$ cat src/rtl/uart_host_bridge_if.sv
// Signal bundle between the host bridge and its environment (UART plus host logic).
// The bridge uses the slave modport; whatever drives the UART/host side uses master.
interface uart_host_bridge_if #(
  parameter int unsigned AW = 4
);
  logic          UART_INTR;
  logic [7:0]    UART_DATA_OUT;
  logic          READ_DATA;
  logic          READ_STATUS;
  logic          Tx_load;
  logic [7:0]    OUT_PORT_DATA;
  logic          TX_WR;
  logic [7:0]    TX_WDATA;
  logic          TX_FULL;
  logic [AW:0]   TX_COUNT;
  logic          RX_RD;
  logic [7:0]    RX_RDATA;
  logic          RX_EMPTY;
  logic [AW:0]   RX_COUNT;
  logic [3:0]    ERR_FLAGS;
  logic          ERR_CLR;

  modport master (
    output UART_INTR, UART_DATA_OUT, TX_WR, TX_WDATA, RX_RD, ERR_CLR,
    input  READ_DATA, READ_STATUS, Tx_load, OUT_PORT_DATA, TX_FULL, TX_COUNT,
    input  RX_RDATA, RX_EMPTY, RX_COUNT, ERR_FLAGS
  );

  modport slave (
    input  UART_INTR, UART_DATA_OUT, TX_WR, TX_WDATA, RX_RD, ERR_CLR,
    output READ_DATA, READ_STATUS, Tx_load, OUT_PORT_DATA, TX_FULL, TX_COUNT,
    output RX_RDATA, RX_EMPTY, RX_COUNT, ERR_FLAGS
  );
endinterface

$ cat src/rtl/uart_host_bridge.sv
// Host-side UART controller: TX/RX FIFOs, interrupt-driven status/data FSM and
// sticky receive-error flags.
module uart_host_bridge #(
  parameter int unsigned DEPTH = 16,
  parameter int unsigned AW    = 4
) (
  input logic              clk,
  input logic              reset,
  uart_host_bridge_if.slave bus
);

  typedef enum logic [1:0] {StIdle, StStat, StRxrd, StTxld} state_e;

  localparam logic [AW:0] FullCount = DEPTH[AW:0];
  localparam logic [AW:0] OneCount  = 1;

  state_e          state_q, state_d;
  logic            intr_pending_q, intr_pending_d;
  logic            tx_shadow_q, tx_shadow_d;
  logic [3:0]      err_q, err_d;
  logic [7:0]      out_data_q, out_data_d;

  logic [7:0]      tx_mem [DEPTH];
  logic [7:0]      rx_mem [DEPTH];
  logic [AW-1:0]   tx_wr_ptr_q, tx_rd_ptr_q, rx_wr_ptr_q, rx_rd_ptr_q, rx_rd_ptr_nxt;
  logic [AW:0]     tx_count_q, tx_count_d, rx_count_q, rx_count_d;
  logic [7:0]      rx_rdata_q, rx_rdata_d;

  logic tx_empty, tx_full, rx_empty, rx_full;
  logic tx_push, tx_pop, rx_push, rx_pop;

  assign tx_empty      = (tx_count_q == '0);
  assign tx_full       = (tx_count_q == FullCount);
  assign rx_empty      = (rx_count_q == '0);
  assign rx_full       = (rx_count_q == FullCount);
  // A write while full is dropped even if a load pops in the same cycle.
  assign tx_push       = bus.TX_WR && !tx_full;
  assign tx_pop        = (state_q == StTxld);
  assign rx_push       = (state_q == StRxrd) && !rx_full;
  assign rx_pop        = bus.RX_RD && !rx_empty;
  assign rx_rd_ptr_nxt = rx_rd_ptr_q + 1'b1;

  // Next state, strobes, interrupt/shadow bookkeeping and error flags.
  always_comb begin
    state_d         = state_q;
    intr_pending_d  = intr_pending_q;
    tx_shadow_d     = tx_shadow_q;
    err_d           = bus.ERR_CLR ? 4'b0000 : err_q;
    out_data_d      = out_data_q;
    bus.READ_STATUS = 1'b0;
    bus.READ_DATA   = 1'b0;
    bus.Tx_load     = 1'b0;
    unique case (state_q)
      StIdle: begin
        if (intr_pending_q)                 state_d = StStat;
        else if (tx_shadow_q && !tx_empty)  state_d = StTxld;
      end
      StStat: begin
        bus.READ_STATUS = 1'b1;
        err_d[2:0]      = err_d[2:0] | bus.UART_DATA_OUT[4:2];
        tx_shadow_d     = bus.UART_DATA_OUT[1];
        intr_pending_d  = 1'b0;
        if (bus.UART_DATA_OUT[0])                       state_d = StRxrd;
        else if (bus.UART_DATA_OUT[1] && !tx_empty)     state_d = StTxld;
        else                                            state_d = StIdle;
      end
      StRxrd: begin
        // Read is issued even when RX is full so the UART flags still clear.
        bus.READ_DATA = 1'b1;
        if (rx_full) err_d[3] = 1'b1;
        state_d = (tx_shadow_q && !tx_empty) ? StTxld : StIdle;
      end
      StTxld: begin
        bus.Tx_load = 1'b1;
        tx_shadow_d = 1'b0;
        state_d     = StIdle;
      end
      default: state_d = StIdle;
    endcase
    // A new interrupt always wins over the clear on status exit.
    if (bus.UART_INTR) intr_pending_d = 1'b1;
    // Latch the head on entry so OUT_PORT_DATA is valid during the load cycle.
    if (state_d == StTxld) out_data_d = tx_mem[tx_rd_ptr_q];
  end

  // FIFO occupancy and the show-ahead RX head.
  always_comb begin
    tx_count_d = tx_count_q;
    rx_count_d = rx_count_q;
    rx_rdata_d = rx_rdata_q;
    case ({tx_push, tx_pop})
      2'b10:   tx_count_d = tx_count_q + 1'b1;
      2'b01:   tx_count_d = tx_count_q - 1'b1;
      default: tx_count_d = tx_count_q;
    endcase
    case ({rx_push, rx_pop})
      2'b10:   rx_count_d = rx_count_q + 1'b1;
      2'b01:   rx_count_d = rx_count_q - 1'b1;
      default: rx_count_d = rx_count_q;
    endcase
    if (rx_pop) begin
      if (rx_count_q > OneCount) rx_rdata_d = rx_mem[rx_rd_ptr_nxt];
      else if (rx_push)          rx_rdata_d = bus.UART_DATA_OUT;
    end else if (rx_push && rx_empty) begin
      rx_rdata_d = bus.UART_DATA_OUT;
    end
  end

  // Control state registers.
  always_ff @(posedge clk) begin
    if (!reset) begin
      state_q        <= StIdle;
      intr_pending_q <= 1'b1;
      tx_shadow_q    <= 1'b0;
      err_q          <= 4'b0000;
      out_data_q     <= 8'h00;
    end else begin
      state_q        <= state_d;
      intr_pending_q <= intr_pending_d;
      tx_shadow_q    <= tx_shadow_d;
      err_q          <= err_d;
      out_data_q     <= out_data_d;
    end
  end

  // FIFO pointers, counts and RX head register.
  always_ff @(posedge clk) begin
    if (!reset) begin
      tx_wr_ptr_q <= '0;
      tx_rd_ptr_q <= '0;
      rx_wr_ptr_q <= '0;
      rx_rd_ptr_q <= '0;
      tx_count_q  <= '0;
      rx_count_q  <= '0;
      rx_rdata_q  <= 8'h00;
    end else begin
      if (tx_push) tx_wr_ptr_q <= tx_wr_ptr_q + 1'b1;
      if (tx_pop)  tx_rd_ptr_q <= tx_rd_ptr_q + 1'b1;
      if (rx_push) rx_wr_ptr_q <= rx_wr_ptr_q + 1'b1;
      if (rx_pop)  rx_rd_ptr_q <= rx_rd_ptr_nxt;
      tx_count_q <= tx_count_d;
      rx_count_q <= rx_count_d;
      rx_rdata_q <= rx_rdata_d;
    end
  end

  // FIFO storage; contents are discarded on reset via the pointers.
  always_ff @(posedge clk) begin
    if (tx_push) tx_mem[tx_wr_ptr_q] <= bus.TX_WDATA;
    if (rx_push) rx_mem[rx_wr_ptr_q] <= bus.UART_DATA_OUT;
  end

  assign bus.OUT_PORT_DATA = out_data_q;
  assign bus.TX_FULL       = tx_full;
  assign bus.TX_COUNT      = tx_count_q;
  assign bus.RX_RDATA      = rx_rdata_q;
  assign bus.RX_EMPTY      = rx_empty;
  assign bus.RX_COUNT      = rx_count_q;
  assign bus.ERR_FLAGS     = err_q;

endmodule

$ cat src/flat_wrapper.sv
// flat-port wrapper written by rule: the top's interface ports become plain ports
module uart_host_bridge_flat 
#(
  parameter int unsigned DEPTH = 16,
  parameter int unsigned AW    = 4
)
  (clk, reset, bus_UART_INTR, bus_UART_DATA_OUT, bus_TX_WR, bus_TX_WDATA, bus_RX_RD, bus_ERR_CLR, bus_READ_DATA, bus_READ_STATUS, bus_Tx_load, bus_OUT_PORT_DATA, bus_TX_FULL, bus_TX_COUNT, bus_RX_RDATA, bus_RX_EMPTY, bus_RX_COUNT, bus_ERR_FLAGS);
  uart_host_bridge_if #(.AW(AW)) bus_i ();
  input logic clk;
  input logic reset;
  input wire logic [$bits(bus_i.UART_INTR)-1:0] bus_UART_INTR;
  input wire logic [$bits(bus_i.UART_DATA_OUT)-1:0] bus_UART_DATA_OUT;
  input wire logic [$bits(bus_i.TX_WR)-1:0] bus_TX_WR;
  input wire logic [$bits(bus_i.TX_WDATA)-1:0] bus_TX_WDATA;
  input wire logic [$bits(bus_i.RX_RD)-1:0] bus_RX_RD;
  input wire logic [$bits(bus_i.ERR_CLR)-1:0] bus_ERR_CLR;
  output wire logic [$bits(bus_i.READ_DATA)-1:0] bus_READ_DATA;
  output wire logic [$bits(bus_i.READ_STATUS)-1:0] bus_READ_STATUS;
  output wire logic [$bits(bus_i.Tx_load)-1:0] bus_Tx_load;
  output wire logic [$bits(bus_i.OUT_PORT_DATA)-1:0] bus_OUT_PORT_DATA;
  output wire logic [$bits(bus_i.TX_FULL)-1:0] bus_TX_FULL;
  output wire logic [$bits(bus_i.TX_COUNT)-1:0] bus_TX_COUNT;
  output wire logic [$bits(bus_i.RX_RDATA)-1:0] bus_RX_RDATA;
  output wire logic [$bits(bus_i.RX_EMPTY)-1:0] bus_RX_EMPTY;
  output wire logic [$bits(bus_i.RX_COUNT)-1:0] bus_RX_COUNT;
  output wire logic [$bits(bus_i.ERR_FLAGS)-1:0] bus_ERR_FLAGS;
  assign bus_i.UART_INTR = bus_UART_INTR;
  assign bus_i.UART_DATA_OUT = bus_UART_DATA_OUT;
  assign bus_i.TX_WR = bus_TX_WR;
  assign bus_i.TX_WDATA = bus_TX_WDATA;
  assign bus_i.RX_RD = bus_RX_RD;
  assign bus_i.ERR_CLR = bus_ERR_CLR;
  assign bus_READ_DATA = bus_i.READ_DATA;
  assign bus_READ_STATUS = bus_i.READ_STATUS;
  assign bus_Tx_load = bus_i.Tx_load;
  assign bus_OUT_PORT_DATA = bus_i.OUT_PORT_DATA;
  assign bus_TX_FULL = bus_i.TX_FULL;
  assign bus_TX_COUNT = bus_i.TX_COUNT;
  assign bus_RX_RDATA = bus_i.RX_RDATA;
  assign bus_RX_EMPTY = bus_i.RX_EMPTY;
  assign bus_RX_COUNT = bus_i.RX_COUNT;
  assign bus_ERR_FLAGS = bus_i.ERR_FLAGS;
  uart_host_bridge #(.DEPTH(DEPTH), .AW(AW)) u_core (.clk(clk), .reset(reset), .bus(bus_i));
endmodule
$ cat config.mk
export PLATFORM = sky130hd
export DESIGN_NAME = uart_host_bridge_flat
export DESIGN_NICKNAME = d
export VERILOG_FILES = /design/src/rtl/uart_host_bridge_if.sv /design/src/rtl/uart_host_bridge.sv /design/src/flat_wrapper.sv
export SDC_FILE = /design/constraint.sdc
export NUM_CORES = 1
export LEC_CHECK = 0
export ABC_AREA = 1
export BUFFER_PORTS_ARGS = -buffer_cell sky130_fd_sc_hd__buf_2
export CAP_MARGIN = 10
export CORE_MARGIN = 2
export CORE_UTILIZATION = 40
export DETAILED_ROUTE_END_ITERATION = 16
export PLACE_DENSITY = 0.58
export SLEW_MARGIN = 10
export SYNTH_ARGS = -nofsm -noshare
export SYNTH_HDL_FRONTEND = slang
export SYNTH_SLANG_ARGS = --single-unit
$ cat constraint.sdc
create_clock -name clk -period 3.1 [get_ports clk]
set_clock_uncertainty 0.2 [all_clocks]
set_input_delay 0.93 -clock clk [delete_from_list [all_inputs] [get_ports clk]]
set_output_delay 0.93 -clock clk [all_outputs]
set_load 0.05 [all_outputs]
==> results.tsv, run 1 <==
metric	value	unit
Post-synth EDFFs	256	
Placer Congestion	0.867	
Final Hold Viols	0	
sequential area share after synthesis	66.5	%
syn nets	1294	
Clock Power Share	33.3	%
Crit Path Category	register to primary output	
flops & latches, synth	306	
Lkg Pwr	5.91	nW
largest net degree at the start of global routing	71	
synthesized area	13100	sq um
final count of negative-setup-slack endpoints	0	
post-synthesis cell type count	33	
hold slack	260	ps
Fmax achieved	354	MHz
maxcap violations	0	
post-route cell area	15100	sq um
initial antenna violation count	0	
most frequent cells in the layout	nand2_1, edfxtp_1, nor2_1, inv_1, nand3_1	
root buffer cell	clkbuf_16	
Area Overhead vs Synth	15.8	%
Die Height	185	um
final design utilization	46.7	%
commonest non-fill, non-tap cell in the layout	nand2_1	
syn avg cell area	10.4	sq um
switch share	34.0	%
top cells by area, synth	edfxtp_1, dfxtp_1, nand2_1	
DRT iter0 DRCs	659	
Tmin final	2820	ps
grt ovf	0	
Gate power share	26.8	%
Final WS setup	277	ps
Chip Width	185	um
part of the cycle the worst path needs	91.1	%
vias in the first global route	8629	
Antenna diodes	0	
CP required	1970	ps
layout cells sized above 1	12.9	%
CP Data Arrival Time	1690	ps
Worst Hold Class	register to register	
synth warn	0	
ys async rst share	0	%
Port Buffers	56	
post-synth top area share	58.9	%
FP Rows	66	
post-CTS setup buffer count	0	
VDD IR max	415	uV
Worst Path Max Fanout	5	
Final HPWL DP	20300	um
Worst-Margin Slew	923	ps
Routed WL	31800	um
antenna-violating nets left	0	
RSZ-0062 raised after global routing	false	
placed insts	1748	
Via-to-Cell Ratio	5.01	
Post-CTS Resized	0	
Post-Syn Instances	1254	
top_reg_cell synth	edfxtp_1	
Hold-fix buffers, CTS	0	
Sw Pwr	4.04	mW
CTS buffer count	35	
routed length per placed instance	17.5	um
crit start category	register	
Final #Nets	1383	
overall power	11.9	mW
Clock transition at path regs	60	ps
setup TNS	0	ps
TritonCTS Sinks	306	
Cell Count, Final, Fillers Out	1812	
CTS max path bufs	3	
Power Density	784	nW/um^2
total number of vias	9082	
first-pass iteration count of the detailed router	5	
status	finished clean	
worst skew pair latency	510	ps
I/O pins	57	
post-synth top area cell	edfxtp_1	
Pint	7.83	mW
All-Layer GR Usage	18.8	%
part of the power in registers	39.9	%
FILL cells	3037	
Setup WS pre-CTS	267	ps
TritonCTS clock tree	done	
die area	34100	sq um
Residual DRC	0	
Slew Viols, Final	0	
H-tree Lvls	2	
slew margin rel.	38.1	%
first-pass GRT wire length	49000	um
Area after DPL	14000	sq um
initial core utilization	40.3	%
crit end category	primary output	
CORE AREA	32400	sq um
[final cells by class]
type                            instances  area, sq um  share of cell area, %
Sequential cell                       306         8690                   57.5
Timing Repair Buffer                  108          683                   4.52
Tap cell                              442          553                   3.66
Clock buffer                           46          938                   6.20
Clock inverter                         18          159                   1.05
Multi-Input combinational cell        763         3620                   23.9
Inverter                              129          484                   3.20
[flip-flops by register name, summed over array words and instances (netlist names)]
signal	flops
u_core.bus.TX_COUNT	5
u_core.rx_wr_ptr_q	4
u_core.state_q	2
u_core.bus.ERR_FLAGS	4
u_core.bus.RX_COUNT	5
u_core.tx_mem	128
u_core.bus.RX_RDATA	8
u_core.tx_wr_ptr_q	4
u_core.bus.OUT_PORT_DATA	8
u_core.tx_rd_ptr_q	4
u_core.rx_mem	128
u_core.intr_pending_q	1
u_core.tx_shadow_q	1
u_core.rx_rd_ptr_q	4
[Yosys cell counts (4+ instances only)]
cell type / number
edfxtp_1: 256
dfxtp_1: 50
inv_2: 4
nand4_1: 5
xor2_1: 5
nand3_1: 111
nor2_1: 164
o21ai_1: 4
nand2_1: 260
o211ai_1: 33
o21ai_0: 99
clkbuf_1: 23
inv_1: 123
ha_1: 18
a21oi_1: 45
buf_2: 24
[logic make-up after synthesis]
group           share of synthesized area (%)
xor+xnor                                0.776
fa+ha+maj                                1.72
flops                                    66.5
simple gates                             17.4
buf+inv                                  5.77
compound gates                           7.74
[worst paths after layout]
check                                      startpoint                                  end  slack (ps)  cells after the start
setup / recovery  u_core.bus.RX_COUNT[0]$_SDFFE_PN0P_                         bus_RX_EMPTY         280                      5
hold / removal    u_core.bus.RX_RDATA[7]$_SDFFE_PN0P_  u_core.bus.RX_RDATA[7]$_SDFFE_PN0P_         260                      2
setup reg to reg  u_core.bus.TX_COUNT[0]$_SDFFE_PN0P_  u_core.bus.TX_COUNT[4]$_SDFFE_PN0P_         650                     14
hold reg to reg   u_core.bus.RX_RDATA[7]$_SDFFE_PN0P_  u_core.bus.RX_RDATA[7]$_SDFFE_PN0P_         260                      2
[power groups by stage]
stage          Clock [mW]  Combinational, mW  Sequential, mW
2_1_floorplan           0               1.93            5.11
3_3_place_gp            0               3.17            4.82
3_5_place_dp            0               3.18            4.82
4_1_cts              4.02               3.19            4.74
5_1_grt              4.19               3.54            4.76
6_report             3.95               3.18            4.74
[worst max-delay path, stage by stage, from the launching register on]
cell and delay, ps:
dfxtp_1 350, inv_1 150, ha_1 240, nand3_1 130, inv_1 70, buf_2 250
[routing by layer]
metal | global-route usage (%) | vias up | part of all wire [%]
li1 | - | 4426 | -
met1 | 26.3 | 4353 | 46
met2 | 30.8 | 261 | 46
met3 | 3.12 | 42 | 6.3
met4 | 4.51 | 0 | 1.8
met5 | 0 | - | 0
No activity file was read; power rests on OpenSTA's default activity.
==> run 2: changes to the inputs <==
- ABC_AREA: 1 -> 0
==> results.tsv, run 2 <==
metric	value	unit
Placer Congestion	0.786	
top flop regs	u_core.rx_mem (128), u_core.tx_mem (128)	
layout cells sized above 1	25.5	%
Antenna diodes	0	
Die Height	180	um
Crit Path Category	register to primary output	
Power Density	706	nW/um^2
post-synth top area share	61.8	%
die area	32500	sq um
H-tree Lvls	2	
total number of vias	6604	
post-synthesis cell type count	57	
Residual DRC	0	
Worst Hold Class	register to register	
initial antenna violation count	0	
CTS buffer count	34	
final design utilization	47.4	%
area occupied by multi-input gates	3510	sq um
flops & latches, synth	306	
post-synth top area cell	edfxtp_1	
Routed WL	26400	um
largest net degree at the start of global routing	35	
CTS max path bufs	3	
hold slack	263	ps
VDD IR max	360	uV
I/O pins	57	
CP Data Arrival Time	1830	ps
routed length per placed instance	21.3	um
most frequent cells in the layout	edfxtp_1, nor2_1, buf_2, buf_4	
top cells by area, synth	edfxtp_1, dfxtp_1, mux4_2	
maxcap violations	0	
Area Overhead vs Synth	16.6	%
first-pass GRT wire length	40700	um
post-CTS setup buffer count	0	
DRT iter0 DRCs	472	
FILL cells	2602	
Slew Viols, Final	0	
CP cell instances	inv_1 -> ha_1 -> nor4b_4 -> buf_2	
final count of negative-setup-slack endpoints	0	
grt ovf	0	
TritonCTS clock tree	done	
TritonCTS Sinks	306	
FP Rows	64	
synthesized area	12400	sq um
Port Buffers	56	
Final Hold Viols	0	
RSZ-0062 raised after global routing	false	
vias in the first global route	6846	
commonest non-fill, non-tap cell in the layout	edfxtp_1	
most frequent cell after synthesis	edfxtp_1	
part of the cycle the worst path needs	95.4	%
register area	8690	sq um
Post-Syn Instances	709	
Final HPWL DP	17900	um
Post-synth EDFFs	256	
Fmax achieved	338	MHz
ys async rst share	0	%
syn avg cell area	17.5	sq um
slowest stage delay, CP	350	ps
Worst-Margin Slew	685	ps
Post-CTS Resized	0	
FF-to-FF path depth	10	
slew margin rel.	54.3	%
antenna-violating nets left	0	
sequential area share after synthesis	69.9	%
Hold-fix buffers, CTS	0	
synth warn	0	
crit end category	primary output	
Clock transition at path regs	50	ps
initial core utilization	40.7	%
root buffer cell	clkbuf_16	
first-pass iteration count of the detailed router	5	
hold path depth	1	
crit start category	register	
Chip Width	180	um
CORE AREA	30600	sq um
CP max-delay cell	dfxtp_1	
syn nets	749	
CP required	1970	ps
top post-synthesis cells by count	edfxtp_1, nor2_1, dfxtp_1, nand2_1, mux4_2	
worst skew pair latency	520	ps
status	finished clean	
setup TNS	0	ps
top_reg_cell synth	edfxtp_1	
Via-to-Cell Ratio	5.33	
All-Layer GR Usage	16.3	%
Tmin final	2960	ps
Lkg Pwr	4.98	nW
Final #Nets	858	
Worst Path Max Fanout	6	
run 2: layout make-up:
cell class / count / share of cell area (%)
clock inverters: 17 / 0.906
inverters: 24 / 0.621
well taps: 396 / 3.42
clock buffers: 45 / 6.22
flip-flops and latches: 306 / 59.9
repair buffers: 109 / 4.68
multi-input cells: 343 / 24.2
run 2: metrics by stage:
stage               total power, mW  setup WS, ps  area, sq um  std cells
detailed placement             6.67          47.9        13400       1178
global placement               6.61           176        13400       1178
finish                         10.2           144        14500       1240
global route                   10.7          14.5        14500       1240
CTS                            10.3          18.1        14500       1240
floorplan                      6.15          40.4        12500        709
run 2: layer usage:
metal	part of all wire (%)	vias up	global-route usage [%]
li1	-	3014	-
met1	43	3401	21.1
met2	51	151	28.7
met3	4.3	38	2.61
met4	1.9	0	4.45
met5	0	-	0
run 2: critical path: cells and delay by family (launching register included):
| kind | cells | cell delay [ps] |
|---|---|---|
| buffers and inverters | 2 | 480 |
| and+or+nand+nor | 1 | 300 |
| adders and majority gates | 1 | 200 |
| DFF | 1 | 350 |
run 2: kinds of logic after synthesis:
logic type | after synthesis | synth area share [%]
DFF | 306 | 69.9
xor gates and xnor gates | 23 | 1.62
AOI/OAI and AO/OA | 70 | 4.27
buffers and inverters | 60 | 2.23
and+or+nand+nor | 155 | 5.77
muxes | 77 | 14.4
adders and majority gates | 18 | 1.81
run 2: path summary, 6_finish.rpt:
| kind | to | slack, ps | start |
|---|---|---|---|
| setup / recovery | bus_RX_EMPTY | 140 | u_core.bus.RX_COUNT[1]$_SDFFE_PN0P_ |
| hold / removal | u_core.intr_pending_q$_SDFFE_PP1P_ | 260 | u_core.intr_pending_q$_SDFFE_PP1P_ |
| setup reg to reg | u_core.bus.RX_COUNT[3]$_SDFFE_PN0P_ | 240 | u_core.bus.RX_COUNT[1]$_SDFFE_PN0P_ |
| hold reg to reg | u_core.intr_pending_q$_SDFFE_PP1P_ | 260 | u_core.intr_pending_q$_SDFFE_PP1P_ |
run 2: power breakdown:
part	switching (mW)	internal, mW
Combinational	1.12	0.788
Clock	1.58	2.08
Sequential	0.0918	4.57
Total	2.80	7.43
==> run 3: changes to the inputs <==
- CELL_PAD_IN_SITES_DETAIL_PLACEMENT: default -> 1
- CELL_PAD_IN_SITES_GLOBAL_PLACEMENT: default -> 1
- CORE_MARGIN: 2 -> 4
- PLACE_DENSITY: 0.58 -> 0.65
==> results.tsv, run 3 (synthesis results as in run 2) <==
metric	value	unit
setup TNS	0	ps
post-CTS setup buffer count	0	
CP max-delay cell	dfxtp_1	
Crit Path Category	register to primary output	
Worst Hold Class	register to register	
Die Height	184	um
Crit path buffers/inverters	2	
Final HPWL DP	18400	um
Antenna diodes	0	
Final Hold Viols	0	
die area	34000	sq um
Final #Nets	857	
Lkg Pwr	4.99	nW
grt ovf	0	
Power Density	721	nW/um^2
total number of vias	6594	
Via-to-Cell Ratio	5.33	
H-tree Lvls	2	
CP delay by family, top	buffers and inverters	
layout cells sized above 1	25.2	%
All-Layer GR Usage	16.2	%
Residual DRC	0	
crit end category	primary output	
CORE AREA	30700	sq um
part of the cycle the worst path needs	96.6	%
TritonCTS clock tree	done	
CTS max path bufs	3	
Fmax achieved	334	MHz
antenna-violating nets left	0	
initial antenna violation count	0	
Area Overhead vs Synth	17.0	%
first-pass iteration count of the detailed router	4	
top flop regs	u_core.rx_mem (128), u_core.tx_mem (128)	
crit start category	register	
first-pass GRT wire length	42200	um
DRT iter0 DRCs	383	
TritonCTS Sinks	306	
Hold-fix buffers, CTS	0	
Slew Viols, Final	0	
worst skew pair latency	520	ps
Routed WL	27400	um
Clock transition at path regs	60	ps
overall power	10.5	mW
status	finished clean	
Worst Path Max Fanout	6	
routed length per placed instance	22.1	um
CP cell instances	inv_1 -> ha_1 -> nor4b_4 -> buf_4	
initial core utilization	40.6	%
CP required	1970	ps
root buffer cell	clkbuf_16	
final count of negative-setup-slack endpoints	0	
VDD IR max	489	uV
Worst-Margin Slew	647	ps
CTS buffer count	34	
RSZ-0062 raised after global routing	false	
Tmin final	2990	ps
largest net degree at the start of global routing	36	
Placer Congestion	0.742	
vias in the first global route	7225	
slew margin rel.	56.8	%
most frequent cells in the layout	edfxtp_1, nor2_1, buf_2, buf_4	
slowest stage delay, CP	370	ps
Port Buffers	56	
commonest non-fill, non-tap cell in the layout	edfxtp_1	
maxcap violations	0	
CP Data Arrival Time	1860	ps
FP Rows	64	
Chip Width	184	um
I/O pins	57	
-- run 3: changes by cell type in the layout (fill, tap and decap cells not counted) --
cell,previous run,this run
buf_2,56,55
clkinvlp_4,1,2
clkinv_1,14,16
buf_4,53,52
clkinv_16,1,0
nor4_2,0,1
clkbuf_8,1,0
bufinv_16,0,3
nor4_4,1,0
clkinv_4,1,0
clkinv_2,6,2
clkbuf_16,34,35
clkbuf_1,10,8
buf_12,0,1
-- run 3: stage by stage --
step / cells / worst slack, ps / instance area [sq um] / hold WS [ps] / utilization [%]
detailed placement: 1177 / 14.5 / 13500 / 248 / 43.9
floorplan: 709 / 40.4 / 12500 / 227 / -
finish: 1237 / 106 / 14500 / 266 / 47.4
global placement: 1177 / 171 / 13500 / 246 / 43.9
CTS: 1237 / 83.1 / 14500 / 264 / 47.4
global route: 1237 / 32.2 / 14500 / 280 / 47.4
-- run 3: power breakdown --
part | switching, mW | leakage (nW) | internal, mW
Clock | 1.54 | 0.518 | 2.33
Sequential | 0.0950 | 2.71 | 4.57
Combinational | 1.16 | 1.76 | 0.802
Total | 2.79 | 4.99 | 7.69
-- run 3: repair_timing --
item / CTS / global route
gates resized for setup: 1 / 2
hold endpoints to repair: 0 / 0
setup endpoints to repair: 1 / 1
-- run 3: cell type report --
type / instances / area, sq um
repair buffers: 108 / 686
multi-input cells: 343 / 3500
fillers: 2925 / 16100
clock buffers: 43 / 906
clock inverters: 17 / 178
flip-flops and latches: 306 / 8690
inverters: 24 / 90.1
well taps: 396 / 495
-- run 3: metal layers --
layer	global-route usage, %	wire (um)	up-vias
li1	-	-	3004
met1	19.9	11100	3409
met2	29.5	14600	129
met3	2.62	1010	52
met4	4.41	658	0
met5	0	0	-
-- run 3: path summary, 6_finish.rpt --
path / from / end / slack [ps] / depth (start not counted)
worst max-delay path: u_core.bus.RX_COUNT[1]$_SDFFE_PN0P_ / bus_RX_EMPTY / 110 / 4
worst min-delay path: u_core.bus.OUT_PORT_DATA[3]$_SDFFE_PN0N_ / u_core.bus.OUT_PORT_DATA[3]$_SDFFE_PN0N_ / 270 / 1
worst min register to register: u_core.bus.OUT_PORT_DATA[3]$_SDFFE_PN0N_ / u_core.bus.OUT_PORT_DATA[3]$_SDFFE_PN0N_ / 270 / 1
worst max register to register: u_core.bus.RX_COUNT[1]$_SDFFE_PN0P_ / u_core.bus.RX_COUNT[3]$_SDFFE_PN0P_ / 190 / 10
